$ cat src/rtl/xadac_axi_rd_arbiter.sv
// Round-robin arbiter sharing one AXI read port among NumReq requesters.
// The requester index rides in the upper AR ID bits and steers R beats back.
module xadac_axi_rd_arbiter #(
   parameter int unsigned NumReq         = 3,
   parameter int unsigned IdWidth        = 4,
   parameter int unsigned AddrWidth      = 64,
   parameter int unsigned DataWidth      = 64,
   parameter int unsigned MaxOutstanding = 8,
   localparam int unsigned SelWidth      = $clog2(NumReq),
   localparam int unsigned MstIdWidth    = SelWidth + IdWidth,
   localparam int unsigned CntWidth      = $clog2(MaxOutstanding + 1)
) (
   input  logic                        clk,
   input  logic                        rstn,
   input  logic [NumReq-1:0]           slv_ar_valid,
   output logic [NumReq-1:0]           slv_ar_ready,
   input  logic [NumReq*IdWidth-1:0]   slv_ar_id,
   input  logic [NumReq*AddrWidth-1:0] slv_ar_addr,
   input  logic [NumReq*8-1:0]         slv_ar_len,
   output logic [NumReq-1:0]           slv_r_valid,
   input  logic [NumReq-1:0]           slv_r_ready,
   output logic [IdWidth-1:0]          slv_r_id,
   output logic [DataWidth-1:0]        slv_r_data,
   output logic [1:0]                  slv_r_resp,
   output logic                        slv_r_last,
   output logic                        mst_ar_valid,
   input  logic                        mst_ar_ready,
   output logic [MstIdWidth-1:0]       mst_ar_id,
   output logic [AddrWidth-1:0]        mst_ar_addr,
   output logic [7:0]                  mst_ar_len,
   input  logic                        mst_r_valid,
   output logic                        mst_r_ready,
   input  logic [MstIdWidth-1:0]       mst_r_id,
   input  logic [DataWidth-1:0]        mst_r_data,
   input  logic [1:0]                  mst_r_resp,
   input  logic                        mst_r_last,
   output logic [CntWidth-1:0]         outstanding
);

   typedef enum logic {
      ST_ARB  = 1'b0,
      ST_LOCK = 1'b1
   } state_e;

   state_e              state_q, state_d;
   logic [SelWidth-1:0] rr_ptr_q, rr_ptr_d;
   logic [SelWidth-1:0] lock_idx_q, lock_idx_d;
   logic [CntWidth-1:0] cnt_q, cnt_d;

   logic [SelWidth-1:0] win_idx, gnt_idx, r_sel;
   logic                win_found, req_any, not_full, ar_hs, r_hs, r_legal, retire;

   // First valid requester at or after rr_ptr, wrapping at NumReq
   always_comb begin
      logic [SelWidth:0] cand;
      win_found = 1'b0;
      win_idx   = '0;
      cand      = '0;
      for (int unsigned k = 0; k < NumReq; k++) begin
         cand = {1'b0, rr_ptr_q} + (SelWidth+1)'(k);
         if (cand >= (SelWidth+1)'(NumReq)) cand = cand - (SelWidth+1)'(NumReq);
         for (int unsigned j = 0; j < NumReq; j++) begin
            if (!win_found && (cand == (SelWidth+1)'(j)) && slv_ar_valid[j]) begin
               win_found = 1'b1;
               win_idx   = SelWidth'(j);
            end
         end
      end
   end

   always_comb begin
      state_d      = state_q;
      lock_idx_d   = lock_idx_q;
      rr_ptr_d     = rr_ptr_q;
      cnt_d        = cnt_q;
      gnt_idx      = win_idx;
      req_any      = win_found;
      slv_ar_ready = '0;
      mst_ar_id    = '0;
      mst_ar_addr  = '0;
      mst_ar_len   = '0;
      slv_r_valid  = '0;

      // A stalled grant stays pinned until its handshake completes
      if (state_q == ST_LOCK) begin
         gnt_idx = lock_idx_q;
         req_any = 1'b1;
      end
      not_full     = (cnt_q < CntWidth'(MaxOutstanding));
      mst_ar_valid = rstn & req_any & not_full;
      ar_hs        = mst_ar_valid & mst_ar_ready;

      for (int unsigned i = 0; i < NumReq; i++) begin
         if (gnt_idx == SelWidth'(i)) begin
            slv_ar_ready[i] = mst_ar_valid & mst_ar_ready;
            mst_ar_id       = {gnt_idx, slv_ar_id[i*IdWidth +: IdWidth]};
            mst_ar_addr     = slv_ar_addr[i*AddrWidth +: AddrWidth];
            mst_ar_len      = slv_ar_len[i*8 +: 8];
         end
      end

      case (state_q)
         ST_ARB: begin
            if (mst_ar_valid && !mst_ar_ready) begin
               state_d    = ST_LOCK;
               lock_idx_d = win_idx;
            end
         end
         ST_LOCK: begin
            if (ar_hs) state_d = ST_ARB;
         end
         default: state_d = ST_ARB;
      endcase

      if (ar_hs) begin
         rr_ptr_d = (gnt_idx == SelWidth'(NumReq - 1)) ? '0 : gnt_idx + SelWidth'(1);
      end

      // Unknown requester prefixes are sunk so the master never stalls on them
      r_sel       = mst_r_id[IdWidth +: SelWidth];
      r_legal     = ({1'b0, r_sel} < (SelWidth+1)'(NumReq));
      mst_r_ready = rstn & ~r_legal;
      for (int unsigned i = 0; i < NumReq; i++) begin
         if (r_sel == SelWidth'(i)) begin
            slv_r_valid[i] = rstn & mst_r_valid;
            mst_r_ready    = rstn & slv_r_ready[i];
         end
      end
      r_hs   = mst_r_valid & mst_r_ready;
      retire = r_hs & mst_r_last & (cnt_q != '0);

      case ({ar_hs, retire})
         2'b10:   cnt_d = cnt_q + CntWidth'(1);
         2'b01:   cnt_d = cnt_q - CntWidth'(1);
         default: cnt_d = cnt_q;
      endcase
   end

   always_ff @(posedge clk or negedge rstn) begin
      if (!rstn) begin
         state_q    <= ST_ARB;
         rr_ptr_q   <= '0;
         lock_idx_q <= '0;
         cnt_q      <= '0;
      end else begin
         state_q    <= state_d;
         rr_ptr_q   <= rr_ptr_d;
         lock_idx_q <= lock_idx_d;
         cnt_q      <= cnt_d;
      end
   end

   assign slv_r_id    = mst_r_id[IdWidth-1:0];
   assign slv_r_data  = mst_r_data;
   assign slv_r_resp  = mst_r_resp;
   assign slv_r_last  = mst_r_last;
   assign outstanding = cnt_q;

endmodule

$ cat config.mk
export PLATFORM = sky130hd
export DESIGN_NAME = xadac_axi_rd_arbiter
export DESIGN_NICKNAME = d
export VERILOG_FILES = /design/src/rtl/xadac_axi_rd_arbiter.sv
export SDC_FILE = /design/constraint.sdc
export NUM_CORES = 1
export LEC_CHECK = 0
export BUFFER_PORTS_ARGS = -buffer_cell sky130_fd_sc_hd__buf_2
export CAP_MARGIN = 40
export CORE_AREA = 2 2 183 185
export CTS_BUF_LIST = sky130_fd_sc_hd__clkbuf_4 sky130_fd_sc_hd__clkbuf_8
export DETAILED_ROUTE_END_ITERATION = 12
export DIE_AREA = 0 0 185 187
export SLEW_MARGIN = 20
export SYNTH_ARGS = -nofsm -noshare
export SYNTH_HDL_FRONTEND = slang
export SYNTH_SLANG_ARGS = --single-unit
$ cat constraint.sdc
create_clock -name clk -period 2.6 [get_ports clk]
set_input_delay 0.39 -clock clk [delete_from_list [all_inputs] [get_ports clk]]
set_output_delay 0.39 -clock clk [all_outputs]
set_load 0.05 [all_outputs]
==> flow_summary.yaml, run 1 <==
hold_path:
  hp-class: "in2async"
cells_and_area:
  drive_gt1_share_pct: 65.49
  n_antenna_cell: 0
  syn_to_final_growth_pct: 126.3
  fillCellCount: 3599
  most_common_library_cell_in_the_layout_ignoring_fill_and_taps: "buf_2"
  layout.nets: 1109
  finish.instance_area_um2: 7436
  final_cell_mix: "buf_2 (250), o21ai_0 (86), inv_1 (83), buf_6 (75), o21ai_1 (47)"
routing:
  first_iter_violations: 124
  wirelength_mm: 21.95
  route.detailed.wl_per_inst_um: 17.72
  first_pass_iters: 4
  routed_via_density: 4.123
  detailroute.via_count: 5109
  ant_nets: 0
  drc_errors: 0
grt:
  grt.total_usage_pct: 10.74
  wire_length_of_the_first_global_routing_pass_mm: 28.26
  antenna_found_initial: 3
  grt_overflow_total: 0
  grt_max_degree: 77
  first_global_vias: 4973
worst_setup_path:
  critPathRequiredTime_ns: 2.21
  worstPathMaxFanout: 8
  timing.critical_path.from_type: "register"
  critical_path_class: "reg2out"
  worstPathArrival_ns: 2.38
  critical_path.endpoint_type: "primary output"
logic_synthesis:
  netlist.area_leader.share_pct: 23.76
  postSynth.asyncResetShare_pct: 100.0
  number_of_nets_produced_by_synthesis: 829
  synth_seq_area_share_pct: 6.855
  most_used_flip_flop_cell_after_synthesis: "dfrtp_1"
  synth_enable_flop_cells: 0
  synth_area_um2: 3286
  synth_cells: 512
  synth_top_area_cell: "o21ai_0"
  post_synth_main_area_contributors: "o21ai_0 (24%), buf_4 (17%), o311ai_0 (15%)"
  yosys_register_bits: 9
  ys_types: 42
  synthesis.area_per_instance_um2: 6.417
  ys.warnings.count: 0
clocking:
  insertion_delay_ns: 0.23
  clock_sink_count: 9
  clk_path_buf_depth: 2
  tritoncts.num_buffers: 3
  clk_pin_slew_worst_paths_ns: 0.05
  cts.htree.levels: 1
  clockRootBuffer: "clkbuf_8"
  tritoncts: "yes"
power_and_ir_drop:
  leakage_component_of_the_power_nw: 3.247
  power_density_nw_per_um2: 1626
  maximum_vdd_ir_drop_v: 0.0008568
place:
  post-dp-hpwl_mm: 14.61
  place.port_buffers: 331
  placed_cell_area_um2: 5892
  place_congestion: 0.8394
  post-place-ws_ns: -0.1587
floorplanning:
  floorplan.initialDensity_pct: 9.998
  floorplan.die_area_um2: 34600
  dieHeight_um: 187
  ios: 472
  core_um2: 32860
  die_w_um: 185
  std_cell_rows: 67
timing:
  timing_worst_slew_pin_value_ns: 0.5202
  period_share_pct: 106.6
  max_clock_freq_mhz: 360.9
  grt_setup_unrepaired: "yes"
  final-setup-viol-count: 79
  fin_skew_ns: 0.001177
  timing.slew.headroom_pct: 65.32
  fin_crit_ns: 2.771
  slew_violations: 0
  holdWs_ns: 0.09373
  timing.final.ws_setup_ns: -0.1709
  report.final.hold_viol_count: 0
run_status:
  violations: "negative setup slack"
  outcome: "complete, but fails checks"
job:
  drv.max_cap_violation_count: 0
-- cells by family after synthesis --
group | share of synthesized area (%)
adders and majority gates | 2.513
DFF | 6.855
muxes | 1.333
AOI/OAI and AO/OA | 49.24
buffers and inverters | 33.55
xor gates and xnor gates | 0.7998
and+or+nand+nor | 5.712
-- per-stage QoR --
step | utilization [%] | power [W] | setup TNS (ns) | instances
floorplan | - | 0.007003 | -16.36 | 512
global placement | 17.93 | 0.008976 | -2.723 | 1207
detailed placement | 17.93 | 0.009025 | -3.514 | 1207
CTS | 20.48 | 0.01071 | -12.01 | 1229
global route | 22.63 | 0.01260 | -17.17 | 1239
finish | 22.63 | 0.01209 | -9.655 | 1239
-- critical path, stage by stage, from the launching register on --
cell,delay (ns)
dfrtp_2,0.43
ha_4,0.27
nand2b_4,0.16
a2111oi_4,0.35
buf_6,0.21
buf_12,0.15
buf_12,0.13
o21ai_0,0.09
o311ai_1,0.09
buf_4,0.25
-- routing by layer --
layer  vias up  global-route usage, %  routed length [µm]
li1       2343                      -                   -
met1      2373                  10.78                7690
met2       323                  20.83               11360
met3        66                  1.674                1471
met4         4                  5.800                1393
met5         -                      0                  30
-- final cells by class --
| type | count | area, µm² | area share [%] |
|---|---|---|---|
| clock buffers | 4 | 48.80 | 0.6562 |
| multi-input cells | 297 | 3132 | 42.12 |
| well taps | 448 | 560.5 | 7.538 |
| inverters | 85 | 319.1 | 4.291 |
| flip-flops and latches | 9 | 226.5 | 3.046 |
| repair buffers | 396 | 3149 | 42.35 |
-- cell usage after synthesis, types with 4 or more instances --
| master | n |
|---|---|
| buf_4 | 74 |
| o21ai_0 | 156 |
| buf_2 | 10 |
| buf_6 | 4 |
| ha_1 | 5 |
| nand2b_1 | 4 |
| o311ai_0 | 57 |
| clkbuf_2 | 7 |
| nor2_1 | 7 |
| o311ai_1 | 18 |
| nand2_1 | 6 |
| inv_1 | 85 |
| dfrtp_1 | 9 |
| nor2b_1 | 4 |
| clkbuf_1 | 26 |
-- worst paths after layout --
| path | startpoint | endpoint | slack [ns] | cells after the start |
|---|---|---|---|---|
| worst max-delay path | rr_ptr_q[1]$_DFFE_PN0N_ | mst_ar_addr[7] | -0.17 | 9 |
| worst min-delay path | rstn | outstanding[3]$_DFFE_PN0P_ | 0.09 | 2 |
| worst max register to register | rr_ptr_q[1]$_DFFE_PN0N_ | outstanding[3]$_DFFE_PN0P_ | 0.01 | 11 |
| worst min register to register | outstanding[3]$_DFFE_PN0P_ | outstanding[3]$_DFFE_PN0P_ | 0.52 | 1 |
| max in group asynchronous | rstn | rr_ptr_q[1]$_DFFE_PN0N_ | 2.34 | 2 |
| min in group clk | outstanding[3]$_DFFE_PN0P_ | outstanding[3]$_DFFE_PN0P_ | 0.52 | 1 |
-- timing repair --
item | 4_1_cts | 5_1_grt
gates cloned | 8 | 5
buffers inserted | 10 | 8
gates resized for setup | 146 | 198
hold buffers | 0 | 0
pin swaps | 3 | 14
endpoints found under the setup margin | 82 | 83
-- report_power, final --
part	switching [W]	internal, W
Combinational	0.00693	0.00467
Sequential	0.000108	0.000209
Clock	0.0000543	0.000117
Total	0.00710	0.00500
No activity file was read; power rests on OpenSTA's default activity.
==> inputs of run 2 (changes only) <==
- SETUP_SLACK_MARGIN: unset -> 0.2
==> flow_summary.yaml, run 2 (same netlist as run 1, synthesis figures left out) <==
run_status:
  outcome: "complete, but fails checks"
  violations: "negative setup slack"
timing:
  fin_skew_ns: 0.0003245
  final-setup-viol-count: 78
  fin_crit_ns: 2.774
  report.final.hold_viol_count: 0
  slew_violations: 0
  setup_total_negative_slack_ns: -8.644
  timing.slew.headroom_pct: 70.08
  grt_setup_unrepaired: "yes"
  holdWs_ns: 0.07684
  timing.final.ws_setup_ns: -0.1744
  period_share_pct: 106.7
  max_clock_freq_mhz: 360.4
  timing_worst_slew_pin_value_ns: 0.4462
cells_and_area:
  final_cell_mix: "buf_2 (250), inv_1 (84), buf_6 (84), o21ai_1 (73), o311ai_4 (73)"
  drive_gt1_share_pct: 66.88
  finalNonFillerCells: 1248
  syn_to_final_growth_pct: 145.7
  combined_area_of_the_multi_input_logic_cells_um2: 3518
  most_common_library_cell_in_the_layout_ignoring_fill_and_taps: "buf_2"
  layout.nets: 1115
  sequential_standard_cell_area_um2: 225.2
  utilization_pct: 24.57
  fillCellCount: 3561
floorplanning:
  floorplan.initialDensity_pct: 9.998
  std_cell_rows: 67
  die_w_um: 185
  floorplan.die_area_um2: 34600
  core_um2: 32860
  dieHeight_um: 187
  ios: 472
grt:
  grt_max_degree: 77
  globalRouteMet3Util_pct: 3.310
  wire_length_of_the_first_global_routing_pass_mm: 34.02
  first_global_vias: 5573
  globalRoute.busiestLayer: "met2"
  use_met1_pct: 13.36
  grt_overflow_total: 0
  grt.met2_usage_pct: 25.61
  antenna_found_initial: 4
  grt.total_usage_pct: 13.35
routing:
  routed_via_density: 4.191
  wirelength_mm: 24.68
  first_iter_violations: 118
  drc_errors: 0
  route.detailed.wl_per_inst_um: 19.77
  detailroute.via_count: 5230
  ant_nets: 0
  first_pass_iters: 4
worst_setup_path:
  timing.critical_path.from_type: "register"
  worstPathArrival_ns: 2.38
  worstPathMaxFanout: 25
  critical_path.endpoint_type: "primary output"
  critical_path_class: "reg2out"
  critPathRequiredTime_ns: 2.21
place:
  place.port_buffers: 331
  post-dp-hpwl_mm: 15.96
  placedCellCount: 1204
  place_congestion: 0.7253
clocking:
  tritoncts: "yes"
  cts_hold_buf: 0
  tritoncts.num_buffers: 3
  clock_sink_count: 9
  clk_pin_slew_worst_paths_ns: 0.05
  cts.htree.levels: 1
  clockRootBuffer: "clkbuf_8"
  clk_path_buf_depth: 2
  insertion_delay_ns: 0.23
power_and_ir_drop:
  leakage_component_of_the_power_nw: 3.419
  maximum_vdd_ir_drop_v: 0.0009918
  power_density_nw_per_um2: 1616
hold_path:
  hp-class: "in2async"
job:
  drv.max_cap_violation_count: 0
-- run 2: changes by cell type in the layout (fill, tap and decap cells not counted), sizes merged --
cell    delta
clkbuf     -4
diode      +3
buf       +10
-- run 2: routing by layer --
layer	vias to the layer above	routed length, µm
li1	2374	-
met1	2474	8889
met2	317	12510
met3	63	2035
met4	2	1227
met5	-	16
-- run 2: final timing paths --
kind | start | to | slack, ns | depth (start not counted)
setup reg to reg | rr_ptr_q[1]$_DFFE_PN0N_ | outstanding[3]$_DFFE_PN0P_ | 0.09 | 11
max in group asynchronous | rstn | rr_ptr_q[0]$_DFFE_PN0N_ | 2.38 | 2
hold reg to reg | outstanding[3]$_DFFE_PN0P_ | outstanding[3]$_DFFE_PN0P_ | 0.51 | 1
min in group clk | outstanding[3]$_DFFE_PN0P_ | outstanding[3]$_DFFE_PN0P_ | 0.51 | 1
hold / removal | rstn | outstanding[1]$_DFFE_PN0P_ | 0.08 | 2
setup / recovery | rr_ptr_q[1]$_DFFE_PN0N_ | mst_ar_addr[43] | -0.17 | 9
-- run 2: where the power goes --
part | internal, W | leakage (nW) | switching, W | total (W)
clock network | 0.000118 | 0.0262 | 0.0000601 | 0.000178
registers | 0.000208 | 0.112 | 0.000104 | 0.000311
logic | 0.00523 | 3.28 | 0.00733 | 0.0126
total | 0.00556 | 3.42 | 0.00749 | 0.0130
-- run 2: critical path, stage by stage (launching register included) --
cell and delay, ns:
dfrtp_1 0.41, ha_4 0.33, nand2b_4 0.07, a2111oi_4 0.35, buf_6 0.18, buf_12 0.10, buf_16 0.15, o21ai_0 0.20
o311ai_4 0.12, buf_6 0.20
-- run 2: per-stage QoR --
| stage | total power, W | worst slack (ns) | area (µm²) |
|---|---|---|---|
| after floorplan | 0.008269 | 0.05405 | 4743 |
| after global placement | 0.01032 | -0.1369 | 6644 |
| after detailed placement | 0.01043 | -0.1885 | 6644 |
| after CTS | 0.01296 | -0.1770 | 7884 |
| after global routing | 0.01358 | -0.2565 | 8065 |
| final | 0.01305 | -0.1744 | 8073 |
-- run 2: cell type report --
class | instances | area share (%)
multi-input combinational | 297 | 43.58
timing repair buffer | 402 | 42.03
tap | 448 | 6.944
inverter | 85 | 3.952
sequential | 9 | 2.790
clock buffer | 4 | 0.6045
antenna | 3 | 0.09299
-- run 2: repair_timing --
action                                  CTS  global route
gates resized for setup                 251            71
endpoints found under the setup margin   83            83
pin swaps                                21            11
gates cloned                             13             1
setup buffers                            19             4
==> inputs of run 3 (changes only) <==
- ABC_AREA: unset -> 1
- SETUP_SLACK_MARGIN: 0.2 -> unset
==> flow_summary.yaml, run 3 <==
run_status:
  outcome: "complete, but fails checks"
  violations: "negative setup slack"
timing:
  max_clock_freq_mhz: 356.6
  fin_crit_ns: 2.804
  final-setup-viol-count: 79
  slew_violations: 0
  grt_setup_unrepaired: "yes"
  fin_skew_ns: 0.003553
  timing.final.ws_setup_ns: -0.2041
  timing_worst_slew_pin_value_ns: 0.5342
  report.final.hold_viol_count: 0
  period_share_pct: 107.8
  timing.slew.headroom_pct: 64.39
  holdWs_ns: 0.4991
hold_path:
  hp-class: "reg2reg"
  holdCritStartpoint: "lock_idx_q[0]$_DFFE_PN0P_"
  min_to: "lock_idx_q[0]$_DFFE_PN0P_"
  hold-path-cell-count: 2
logic_synthesis:
  ys.warnings.count: 0
  synth_area_um2: 3286
  synth_top_area_cell: "nand3_1"
  yosys_register_bits: 9
  post_synth_main_area_contributors: "nand3_1 (36%), buf_4 (17%), nand4_1 (15%)"
  synth.most_common_cell: "nand3_1"
  synthesis.area_per_instance_um2: 5.942
  synthTopCellsByCount: "nand3_1 (234), nand4_1 (79), buf_4 (73)"
  postSynth.asyncResetShare_pct: 100.0
  synth_seq_area_share_pct: 6.855
  synth_enable_flop_cells: 0
  synth_cells: 553
  most_used_flip_flop_cell_after_synthesis: "dfrtp_1"
  number_of_nets_produced_by_synthesis: 870
  netlist.area_leader.share_pct: 35.64
  ys_types: 31
clocking:
  insertion_delay_ns: 0.23
  tritoncts: "yes"
  cts.htree.levels: 1
  clock_sink_count: 9
  tritoncts.num_buffers: 3
  clk_path_buf_depth: 2
  clockRootBuffer: "clkbuf_8"
  clk_pin_slew_worst_paths_ns: 0.05
grt:
  grt_overflow_total: 0
  wire_length_of_the_first_global_routing_pass_mm: 27.34
  grt.total_usage_pct: 10.11
  first_global_vias: 5046
  antenna_found_initial: 0
  grt_max_degree: 48
cells_and_area:
  n_antenna_cell: 0
  final_cell_mix: "buf_2 (250), nand3_1 (144), nand3_2 (81), nand4_1 (79), buf_6 (62)"
  finalNonFillerCells: 1268
  syn_to_final_growth_pct: 117.7
  layout.nets: 1138
  combined_area_of_the_multi_input_logic_cells_um2: 2780
  drive_gt1_share_pct: 63.66
  finish.instance_area_um2: 7153
  fillCellCount: 3592
  sequential_standard_cell_area_um2: 225.2
  most_common_library_cell_in_the_layout_ignoring_fill_and_taps: "buf_2"
floorplanning:
  core_um2: 32860
  ios: 472
  floorplan.initialDensity_pct: 9.998
  floorplan.die_area_um2: 34600
  std_cell_rows: 67
  die_w_um: 185
  dieHeight_um: 187
routing:
  ant_nets: 0
  first_iter_violations: 253
  first_pass_iters: 4
  detailroute.via_count: 5521
  drc_errors: 0
  routed_via_density: 4.354
  route.detailed.wl_per_inst_um: 19.05
  wirelength_mm: 24.16
worst_setup_path:
  critical_path.reg2reg.startpoint: "rr_ptr_q[0]$_DFFE_PN0N_"
  timing.critical_path.from_type: "register"
  critPathRequiredTime_ns: 2.21
  worstPathArrival_ns: 2.41
  worstPathMaxFanout: 17
  timing.rr.end: "outstanding[3]$_DFFE_PN0P_"
  critical_path_class: "reg2out"
  worst_r2r_path_depth: 18
  r2r_setup_slack_ns: 0.03
  critical_path.endpoint_type: "primary output"
place:
  post-dp-hpwl_mm: 13.13
  placed_cell_area_um2: 5080
  place_congestion: 0.7558
  placedCellCount: 1226
  place.port_buffers: 331
  post-place-ws_ns: -0.04583
job:
  drv.max_cap_violation_count: 0
run 3: changes by cell type after synthesis, sizes merged, moves of 25 or more:
| cell | change |
|---|---|
| nand4 | +80 |
| o311ai | -75 |
| inv | -60 |
| nand2 | +25 |
| o21ai | -148 |
| nand3 | +234 |
run 3: cell families (layout without fill, tap and decap cells):
family | Yosys count | in the layout | share of synthesized area [%]
flops | 9 | 9 | 6.855
compound gates | 9 | 9 | 1.561
fa+ha+maj | 6 | 6 | 2.513
xor+xnor | 3 | 3 | 0.7998
buf+inv | 155 | 422 | 29.09
simple gates | 371 | 371 | 59.18
run 3: repair_timing:
action,CTS,global route
endpoints found under the setup margin,82,84
buffers inserted,8,2
endpoints found under the hold margin,2,0
pin swaps,18,31
hold buffers,1,0
resized for setup,212,115
cloned,7,20
run 3: how the worst max path moves through the flow:
| stage | start | end | slack (ns) |
|---|---|---|---|
| 2_1_floorplan | rr_ptr_q[0]$_DFFE_PN0N_ | outstanding[3]$_DFFE_PN0P_ | -0.06 |
| 3_3_place_gp | rr_ptr_q[0]$_DFFE_PN0N_ | mst_ar_addr[33] | 0.02 |
| 3_5_place_dp | rr_ptr_q[0]$_DFFE_PN0N_ | mst_ar_addr[26] | -0.05 |
| 4_1_cts | rr_ptr_q[0]$_DFFE_PN0N_ | mst_ar_addr[35] | -0.24 |
| 5_1_grt | rr_ptr_q[0]$_DFFE_PN0N_ | mst_ar_addr[19] | -0.34 |
| 6_report | rr_ptr_q[0]$_DFFE_PN0N_ | mst_ar_id[1] | -0.20 |
run 3: final cells by class:
type / instances / area share [%]
timing repair buffer: 392 / 48.00
tap: 448 / 7.836
inverter: 26 / 1.469
multi-input combinational: 389 / 38.87
clock buffer: 4 / 0.6822
sequential: 9 / 3.149
run 3: critical path, cell delays in order (launching register included):
cell and delay, ns:
dfrtp_1 0.42, inv_2 0.07, ha_4 0.30, nand2_2 0.08, nand2_4 0.08, inv_2 0.03
nand4_1 0.11, nand3_2 0.14, nand2_8 0.16, buf_4 0.18, buf_16 0.17, nand4_1 0.12
nand3_2 0.13, buf_6 0.16
run 3: through the flow:
stage,setup TNS [ns],utilization (%)
after global placement,0,15.46
after global routing,-23.50,21.77
after CTS,-14.18,18.75
final,-11.86,21.77
after floorplan,-0.05791,-
after detailed placement,-0.1750,15.46
run 3: metal layers:
metal | track usage [%] | vias up | part of all wire (%)
li1 | - | 2475 | -
met1 | 10.27 | 2626 | 37
met2 | 20.48 | 349 | 52
met3 | 1.363 | 71 | 6.7
met4 | 3.571 | 0 | 3.9
met5 | 0 | - | 0
Power of run 3 is not shown: default switching activity piles up to over one toggle a cycle in this logic, so the estimate is an artifact.
